## src/rtl/pingpong_pkg.sv

```systemverilog
// Shared definitions for the ping-pong splitter/merger pair: lane encoding,
// arbiter states and the default stream width.
package pingpong_pkg;

  localparam int DW_DEFAULT = 512;

  localparam logic PATH_LANE1 = 1'b0;
  localparam logic PATH_LANE2 = 1'b1;

  typedef enum logic {
    IDLE   = 1'b0,
    ACTIVE = 1'b1
  } state_e;

  // A group size of zero would never complete, so it behaves as one packet.
  function automatic logic [31:0] eff_group(input logic [31:0] pp_group);
    return (pp_group == 32'd0) ? 32'd1 : pp_group;
  endfunction

endpackage

```

## src/rtl/axis_fwd_reg.sv

```systemverilog
// Single-entry AXI-stream forward register slice: registers the payload and
// valid, with ready passed straight through from the downstream side.
module axis_fwd_reg #(
  parameter int DW = 512
) (
  input  logic            clk,
  input  logic            resetn,
  input  logic [DW-1:0]   s_tdata_i,
  input  logic [DW/8-1:0] s_tkeep_i,
  input  logic            s_tlast_i,
  input  logic            s_tvalid_i,
  output logic            s_tready_o,
  output logic [DW-1:0]   m_tdata_o,
  output logic [DW/8-1:0] m_tkeep_o,
  output logic            m_tlast_o,
  output logic            m_tvalid_o,
  input  logic            m_tready_i
);

  logic [DW-1:0]   data_q;
  logic [DW/8-1:0] keep_q;
  logic            last_q;
  logic            valid_q;

  assign s_tready_o = !valid_q || m_tready_i;

  always_ff @(posedge clk) begin
    if (!resetn) begin
      data_q  <= '0;
      keep_q  <= '0;
      last_q  <= 1'b0;
      valid_q <= 1'b0;
    end else if (s_tready_o) begin
      valid_q <= s_tvalid_i;
      if (s_tvalid_i) begin
        data_q <= s_tdata_i;
        keep_q <= s_tkeep_i;
        last_q <= s_tlast_i;
      end
    end
  end

  assign m_tdata_o  = data_q;
  assign m_tkeep_o  = keep_q;
  assign m_tlast_o  = last_q;
  assign m_tvalid_o = valid_q;

endmodule

```

## src/rtl/pingpong_merger.sv

```systemverilog
// Recombines the two ping-pong lanes into one stream, alternating PP_GROUP
// packets per lane and restarting on lane 1 at every frame boundary.
//
// state  | meaning
// IDLE   | no beat accepted yet in this frame; live config drives decisions
// ACTIVE | frame in progress; config latched at the first accepted beat
module pingpong_merger
  import pingpong_pkg::*;
#(
  parameter int DW = DW_DEFAULT
) (
  input  logic            clk,
  input  logic            resetn,
  input  logic [31:0]     FRAME_SIZE,
  input  logic [31:0]     PP_GROUP,
  output logic            path,
  output logic            frame_done,
  input  logic [DW-1:0]   AXIS_IN1_TDATA,
  input  logic [DW/8-1:0] AXIS_IN1_TKEEP,
  input  logic            AXIS_IN1_TLAST,
  input  logic            AXIS_IN1_TVALID,
  output logic            AXIS_IN1_TREADY,
  input  logic [DW-1:0]   AXIS_IN2_TDATA,
  input  logic [DW/8-1:0] AXIS_IN2_TKEEP,
  input  logic            AXIS_IN2_TLAST,
  input  logic            AXIS_IN2_TVALID,
  output logic            AXIS_IN2_TREADY,
  output logic [DW-1:0]   AXIS_OUT_TDATA,
  output logic [DW/8-1:0] AXIS_OUT_TKEEP,
  output logic            AXIS_OUT_TLAST,
  output logic            AXIS_OUT_TVALID,
  input  logic            AXIS_OUT_TREADY
);

  state_e      state_q, state_d;
  logic        path_q, path_d;
  logic [31:0] group_cnt_q, group_cnt_d;
  logic [31:0] frame_cnt_q, frame_cnt_d;
  logic [31:0] frame_size_q, frame_size_d;
  logic [31:0] pp_group_q, pp_group_d;
  logic        frame_done_q;

  logic [DW-1:0]   sel_tdata;
  logic [DW/8-1:0] sel_tkeep;
  logic            sel_tlast;
  logic            sel_tvalid;
  logic            load;
  logic            accept;
  logic            pkt_end;
  logic            frame_end;
  logic            group_end;
  logic [31:0]     cfg_frame;
  logic [31:0]     cfg_grp;

  assign sel_tdata  = (path_q == PATH_LANE2) ? AXIS_IN2_TDATA  : AXIS_IN1_TDATA;
  assign sel_tkeep  = (path_q == PATH_LANE2) ? AXIS_IN2_TKEEP  : AXIS_IN1_TKEEP;
  assign sel_tlast  = (path_q == PATH_LANE2) ? AXIS_IN2_TLAST  : AXIS_IN1_TLAST;
  assign sel_tvalid = (path_q == PATH_LANE2) ? AXIS_IN2_TVALID : AXIS_IN1_TVALID;

  axis_fwd_reg #(.DW(DW)) u_out_reg (
    .clk        (clk),
    .resetn     (resetn),
    .s_tdata_i  (sel_tdata),
    .s_tkeep_i  (sel_tkeep),
    .s_tlast_i  (sel_tlast),
    .s_tvalid_i (sel_tvalid),
    .s_tready_o (load),
    .m_tdata_o  (AXIS_OUT_TDATA),
    .m_tkeep_o  (AXIS_OUT_TKEEP),
    .m_tlast_o  (AXIS_OUT_TLAST),
    .m_tvalid_o (AXIS_OUT_TVALID),
    .m_tready_i (AXIS_OUT_TREADY)
  );

  assign accept    = resetn && sel_tvalid && load;
  assign pkt_end   = accept && sel_tlast;
  assign frame_end = pkt_end && (cfg_frame != 32'd0) && (frame_cnt_q == cfg_frame - 32'd1);
  assign group_end = pkt_end && (group_cnt_q == cfg_grp - 32'd1);

  always_ff @(posedge clk) begin
    if (!resetn) state_q <= IDLE;
    else         state_q <= state_d;
  end

  always_comb begin
    state_d = state_q;
    case (state_q)
      IDLE:    if (accept && !frame_end) state_d = ACTIVE;
      ACTIVE:  if (frame_end) state_d = IDLE;
      default: state_d = IDLE;
    endcase
  end

  // In IDLE the first beat of the frame is being decided with the live config.
  always_comb begin
    cfg_frame       = (state_q == IDLE) ? FRAME_SIZE : frame_size_q;
    cfg_grp         = eff_group((state_q == IDLE) ? PP_GROUP : pp_group_q);
    AXIS_IN1_TREADY = resetn && load && (path_q == PATH_LANE1);
    AXIS_IN2_TREADY = resetn && load && (path_q == PATH_LANE2);
  end

  always_comb begin
    group_cnt_d  = group_cnt_q;
    frame_cnt_d  = frame_cnt_q;
    path_d       = path_q;
    frame_size_d = frame_size_q;
    pp_group_d   = pp_group_q;
    if ((state_q == IDLE) && accept) begin
      frame_size_d = FRAME_SIZE;
      pp_group_d   = PP_GROUP;
    end
    if (frame_end) begin
      group_cnt_d = '0;
      frame_cnt_d = '0;
      path_d      = PATH_LANE1;
    end else if (group_end) begin
      group_cnt_d = '0;
      frame_cnt_d = frame_cnt_q + 32'd1;
      path_d      = ~path_q;
    end else if (pkt_end) begin
      group_cnt_d = group_cnt_q + 32'd1;
      frame_cnt_d = frame_cnt_q + 32'd1;
    end
  end

  always_ff @(posedge clk) begin
    if (!resetn) begin
      path_q       <= PATH_LANE1;
      group_cnt_q  <= '0;
      frame_cnt_q  <= '0;
      frame_size_q <= '0;
      pp_group_q   <= '0;
      frame_done_q <= 1'b0;
    end else begin
      path_q       <= path_d;
      group_cnt_q  <= group_cnt_d;
      frame_cnt_q  <= frame_cnt_d;
      frame_size_q <= frame_size_d;
      pp_group_q   <= pp_group_d;
      frame_done_q <= frame_end;
    end
  end

  assign path       = path_q;
  assign frame_done = frame_done_q;

endmodule

```

## config.mk

```make
export PLATFORM = sky130hd
export DESIGN_NAME = pingpong_merger
export DESIGN_NICKNAME = d
export VERILOG_FILES = /design/src/rtl/pingpong_pkg.sv /design/src/rtl/axis_fwd_reg.sv /design/src/rtl/pingpong_merger.sv
export SDC_FILE = /design/constraint.sdc
export NUM_CORES = 2
export LEC_CHECK = 0
export BUFFER_PORTS_ARGS = -buffer_cell sky130_fd_sc_hd__buf_2
export CAP_MARGIN = 20
export CORE_AREA = 2 2 713 715
export CTS_CLUSTER_SIZE = 12
export DETAILED_ROUTE_END_ITERATION = 8
export DIE_AREA = 0 0 715 717
export SLEW_MARGIN = 40
export SYNTH_ARGS = -nofsm -noshare
export SYNTH_HDL_FRONTEND = slang
export SYNTH_SLANG_ARGS = --single-unit
```

## constraint.sdc

```tcl
create_clock -name clk -period 9.1 [get_ports clk]
set_clock_uncertainty 0.2 [all_clocks]
set_input_delay 1.82 -clock clk [delete_from_list [all_inputs] [get_ports clk]]
set_output_delay 1.82 -clock clk [all_outputs]
set_load 0.02 [all_outputs]
```

# Word-level counts from Yosys, hierarchy flattened
# Cells that the tools add are included.
# word_totals
ff_bits	709
latch_bits	0
mem_bits_rw	0
romBits	0
in_bits	1223
word_cells	52
memories	0
# op_classes
add_sub_neg	4
multipliers	0
div_mod_pow	0
n_lt_le_gt_ge	0
eq_ne	2
n_shift	0
n_mux	12
n_bitwise	3
reduce_logical	20
# op_table
cell	n
$mux W512	1
$mux W32	5
$add A32 B1 Y32 const B	2
$eq A32 B32 Y1	2
$mux W64	1
$sub A32 B1 Y32 const B	2
$logic_not A32 Y1	1
$reduce_bool A32 Y1	1
$logic_and A1 B1 Y1	11
$mux W1	4
$not A1 Y1	3
$reduce_or A3 Y1	1
$logic_not A1 Y1	2
$pmux W1 S2	1
$reduce_and A2 Y1	1
$reduce_bool A2 Y1	1
$reduce_or A2 Y1	1
$logic_or A1 B1 Y1	1

# Longest topological paths before layout
# logic_depth
depth_word	10
depth_mapped	19

# By module
# Synthesis repeated with hierarchy kept, for this count alone.
# unflattened
cells_unflattened	4268
area_unflattened_um2	38525.7
# by_module_without_submodules
mod	instances	cells_per_inst	area_each_um2
axis_fwd_reg	1	2505	22927.0
pingpong_merger	1	1763	15598.7

# Worst setup path before layout
# Ideal clock, no wire load.
# synth_timing
path_kind	input -> register
start	input port PP_GROUP[18]
end	register group_cnt_q[22]
arrival_time_ps	5637
required_time_ps	8785
setup_slack_ps	3148
stages	15
n_path_buf	1
cell_sequence	or4_1 > a222oi_1 > nor3b_2 > a31oi_1 > ha_1 > nor4b_1 > nor2_1 > nor2_1 > or4_1 > a221oi_1 > nand4_1 > or4_4 > nand2b_4 > buf_6 > nor2_1
# synth_between
elab_chain_cells	7
# synth_rtl
element	line	source
from (decl)	pingpong_merger.sv:15	input logic [31:0] PP_GROUP,
$mux W32 *	pingpong_merger.sv:97	cfg_grp = eff_group((state_q == IDLE) ? PP_GROUP : pp_group_q);
$logic_not A32 Y1	pingpong_pkg.sv:17	return (pp_group == 32'd0) ? 32'd1 : pp_group;
$mux W32 *	pingpong_pkg.sv:17	
$sub A32 B1 Y32 *	pingpong_merger.sv:78	assign group_end = pkt_end && (group_cnt_q == cfg_grp - 32'd1);
$eq A32 B32 Y1 *	pingpong_merger.sv:78	
$logic_and A1 B1 Y1 *	pingpong_merger.sv:78	
$reduce_or A3 Y1 (no line) *	--	
to (signal assigned)	pingpong_merger.sv:136	group_cnt_q <= group_cnt_d;
to (decl)	pingpong_merger.sv:37	logic [31:0] group_cnt_q, group_cnt_d;
# Mark *: on every way between the ends. The rest lies on a longest branch, timed or not.
# A chain may end at the register's enable or synchronous reset.

# Worst setup path in the final report
# layout_timing
start	register state_q
end	register group_cnt_q[6]
# layout_between
elab_chain_cells	7
elab_cells_between_ends	13
cone_classes	add/sub (2); eq/ne (2); mux (3); reduce/logical (6)
# layout_rtl
element	line	source
from (decl)	pingpong_merger.sv:35	state_e state_q, state_d;
from (signal assigned)	pingpong_merger.sv:82	else state_q <= state_d;
$mux W32	pingpong_merger.sv:97	
$logic_not A32 Y1	pingpong_pkg.sv:17	
$mux W32	pingpong_pkg.sv:17	
$sub A32 B1 Y32	pingpong_merger.sv:78	
$eq A32 B32 Y1	pingpong_merger.sv:78	
$logic_and A1 B1 Y1	pingpong_merger.sv:78	
$reduce_or A3 Y1 (no line) *	--	
# Marks and branches as above.

==> flow_summary.json <==
{
  "status": "finished, final reports clean",
  "cts_tree": "done",
  "cts_sinks": 709,
  "syn_area_um2": 33690,
  "p_per_area_nw_per_um2": 185.7,
  "dp_hpwl_um": 371500,
  "grt_pass1_vias": 34340,
  "vias": 37970,
  "slew_headroom": 0.3514,
  "combPwrFrac": 0.203,
  "drc": 0,
  "crit_cells": 15,
  "final_hold_viol_count": 0,
  "crit_path_start": "state_q$_SDFF_PN0_",
  "rows": 261,
  "synth-seq-cells": 709,
  "die_area_um2": 512700,
  "clk_pin_slew_ns": 0.06,
  "yosysUniqueCellTypes": 76,
  "rsz0062_at_grt": "no",
  "areaGrowthSynthToFinish_pct": 61.95,
  "sequentialPowerShare": 0.342,
  "use_met2": 0.2389,
  "rr_worst_depth": 15,
  "synth_warnings": 0,
  "cts_repair_resize_count": 0,
  "p_sw_mw": 3.469,
  "gp_congestion": 1.077,
  "p_leak_nw": 20.15,
  "core_area_um2": 504500,
  "nNetsFinal": 6569,
  "grt_max_degree": 203,
  "grt_use_met1": 0.1748,
  "viasPerCell": 3.091,
  "crit_fanout": 67,
  "yosysTopAreaCellShare": 0.4213,
  "clockBufferDepth": 4,
  "avgRoutedWirePerCell_um": 33.83,
  "post-route-min-period_ns": 6.510,
  "p_clk_frac": 0.455,
  "crit_required_ns": 9.62,
  "finalHoldWorstSlack_ns": 0.2606,
  "ff2ff_setup_slack_ns": 2.59,
  "post_cts_buffers": 0,
  "tns_ns": 0,
  "ctsHoldBuffers": 0,
  "critPathCaptureType": "flip-flop",
  "ant_nets": 0,
  "ir_drop_uv": 163.2,
  "p_sw_frac": 0.3424,
  "first_iter_violations": 2974,
  "netlist_instances": 3688,
  "grt_pass1_wl_um": 485500,
  "hold_path_class": "reg -> reg",
  "placed_cell_area_um2": 50350,
  "path_buf_inv": 1,
  "fin_total_pwr_mw": 10.13,
  "syn-num-nets": 4916,
  "io_buffers": 1804,
  "grt_remaining_overflow": 0,
  "postSynthAreaPerCell_um2": 9.135,
  "setup_violations": 0,
  "crit_slowest_cell": "dfxtp_4",
  "synth-edff-count": 0,
  "post-route-period-util": 0.7154,
  "yosys.area.top_type": "dfxtp_1",
  "dp_cells": 11940,
  "design_area_um2": 54560,
  "intPower_mw": 6.661,
  "routed_wl_um": 415600,
  "die_y_um": 717,
  "io_pins": 1805,
  "seq_area_frac_synth": 0.4213,
  "startpoint_type": "flip-flop",
  "clock_latency_ns": 0.89,
  "antenna_found_initial": 390,
  "critPathMaxStageDelay_ns": 0.88,
  "cts_root_buf": "clkbuf_16",
  "timing.final.max_slew_violations": 0,
  "synthFlopType": "dfxtp_1",
  "fmax_mhz": 153.6,
  "dr.pass1.iters": 8,
  "ctsHtreeMaxLevel": 3,
  "die_w_um": 715,
  "gr-max-usage-layer": "met2",
  "critical-path-top-delay-family": "simple AND/OR/NAND/NOR gates",
  "fin_cells": 12290,
  "grt_use_met3": 0.09491,
  "crit_chain": "buf_4 > or4b_1 > a222oi_1 > nor3b_2 > a31oi_1 > ha_1 > nor4b_1 > nor2_1 > nor2_1 > or4_1 > a221oi_1 > nand4_1 > or4_4 > nand2b_4 > nor2_1",
  "drive_gt1_frac": 0.3815,
  "crit_top_cell": "nor2_1",
  "synthArstFlopShare": 0,
  "worst_pin_slew_ns": 0.9458,
  "synth_area_leaders": "dfxtp_1, mux2i_1, a211oi_1",
  "initial_core_util": 0.06677,
  "r2r_end": "group_cnt_q[6]$_SDFFE_PP0P_",
  "crit_end": "group_cnt_q[6]$_SDFFE_PP0P_",
  "track_usage": 0.1543,
  "r2r_start": "state_q$_SDFF_PN0_",
  "criticalPathCategory": "reg -> reg",
  "cap_violations": 0,
  "numCtsBuffers": 106,
  "cp.arrival_ns": 7.03
}
## power by group through the flow
stage	sequential, mW	clock [mW]	combinational (mW)
3_5_place_dp	3.53	0	2.09
6_report	3.47	4.61	2.05
4_1_cts	3.46	4.82	2.09
2_1_floorplan	3.74	0	0.593
5_1_grt	3.49	4.89	2.18
3_3_place_gp	3.52	0	2.09
## sequential cells by signal, indices dropped and copies added (netlist names)
register,flops
u_out_reg.m_tvalid_o,1
path,1
u_out_reg.m_tlast_o,1
group_cnt_q,32
frame_size_q,32
u_out_reg.m_tdata_o,512
u_out_reg.m_tkeep_o,64
frame_cnt_q,32
pp_group_q,32
frame_done,1
state_q,1
## cell usage in the layout (no fill, tap or decap), types with 11 or more instances in the layout
| cell | synthesis | final |
|---|---|---|
| xor2_1 | 62 | 62 |
| o21ai_0 | 11 | 11 |
| nor3b_1 | 17 | 17 |
| dfxtp_1 | 709 | 707 |
| clkbuf_8 | 0 | 14 |
| nor4_1 | 22 | 20 |
| nand3_1 | 24 | 24 |
| and3_1 | 15 | 15 |
| nand2_1 | 167 | 167 |
| nand4_1 | 26 | 26 |
| a211oi_1 | 585 | 585 |
| inv_1 | 14 | 13 |
| clkbuf_1 | 275 | 20 |
| xnor2_1 | 82 | 82 |
| or3_1 | 21 | 21 |
| bufinv_16 | 0 | 17 |
| buf_4 | 9 | 30 |
| mux2i_1 | 641 | 636 |
| a21oi_1 | 84 | 84 |
| clkbuf_16 | 0 | 106 |
| clkinv_2 | 0 | 13 |
| nor2_1 | 697 | 696 |
| diode_2 | 0 | 154 |
| buf_2 | 5 | 1805 |
| nor3_1 | 41 | 40 |
## per-stage QoR
stage | util | worst slack (ns)
2_1_floorplan | - | 3.148
3_3_place_gp | 0.09974 | 1.974
3_5_place_dp | 0.09980 | 2.000
4_1_cts | 0.1072 | 2.582
5_1_grt | 0.1076 | 2.159
6_report | 0.1081 | 2.590
## worst register-to-register path, stage by stage (launching register included)
cell,delay (ns)
dfxtp_4,0.88
buf_4,0.51
or4b_1,0.51
a222oi_1,0.41
nor3b_2,0.51
a31oi_1,0.26
ha_1,0.28
nor4b_1,0.18
nor2_1,0.48
nor2_1,0.16
or4_1,0.54
a221oi_1,0.26
nand4_1,0.19
or4_4,0.56
nand2b_4,0.31
nor2_1,0.10
## how the worst min path moves through the flow
| stage | from | end | slack (ns) | depth (start not counted) |
|---|---|---|---|---|
| floorplan | pp_group_q[0]$_SDFFE_PN0P_ | pp_group_q[0]$_SDFFE_PN0P_ | 0.24 | 2 |
| global placement | u_out_reg.m_tlast_o$_SDFFE_PN0P_ | u_out_reg.m_tlast_o$_SDFFE_PN0P_ | 0.25 | 2 |
| detailed placement | u_out_reg.m_tlast_o$_SDFFE_PN0P_ | u_out_reg.m_tlast_o$_SDFFE_PN0P_ | 0.25 | 2 |
| CTS | u_out_reg.m_tlast_o$_SDFFE_PN0P_ | u_out_reg.m_tlast_o$_SDFFE_PN0P_ | 0.26 | 2 |
| global route | pp_group_q[31]$_SDFFE_PN0P_ | pp_group_q[31]$_SDFFE_PN0P_ | 0.29 | 2 |
| finish | u_out_reg.m_tlast_o$_SDFFE_PN0P_ | u_out_reg.m_tlast_o$_SDFFE_PN0P_ | 0.26 | 2 |
## synth_stat cells, types with 11 or more instances
| master | instances |
|---|---|
| dfxtp_1 | 709 |
| nor2_1 | 697 |
| mux2i_1 | 641 |
| a211oi_1 | 585 |
| clkbuf_1 | 275 |
| nand2_1 | 167 |
| a21oi_1 | 84 |
| xnor2_1 | 82 |
| xor2_1 | 62 |
| nor3_1 | 41 |
| nand4_1 | 26 |
| nand3_1 | 24 |
| nor4_1 | 22 |
| or3_1 | 21 |
| nor3b_1 | 17 |
| and3_1 | 15 |
| inv_1 | 14 |
| buf_1 | 11 |
| o21ai_0 | 11 |
## per-layer routing
layer | part of all wire | vias to the layer above | wire length [µm]
met2 | 0.43 | 2262 | 179300
li1 | - | 16940 | -
met1 | 0.38 | 17730 | 159000
met4 | 0.040 | 208 | 16460
met3 | 0.14 | 827 | 59520
met5 | 0.0033 | - | 1353
## final cells by class
| type | count | area, µm² |
|---|---|---|
| Fill cell | 58680 | 450000 |
| Multi-Input combinational cell | 2659 | 18250 |
| Sequential cell | 709 | 14200 |
| Timing Repair Buffer | 1851 | 9550 |
| Tap cell | 6706 | 8391 |
| Clock buffer | 140 | 2920 |
| Clock inverter | 53 | 797.0 |
| Antenna cell | 154 | 385.4 |
| Inverter | 14 | 60.06 |
## kinds of logic after synthesis
family | synth area share
adders and majority gates | 0.001857
buffers and inverters | 0.03840
and+or+nand+nor | 0.1441
AOI/OAI and AO/OA | 0.1636
muxes | 0.1933
DFF | 0.4213
xor gates and xnor gates | 0.03744
No activity file was read; power rests on OpenSTA's default activity.
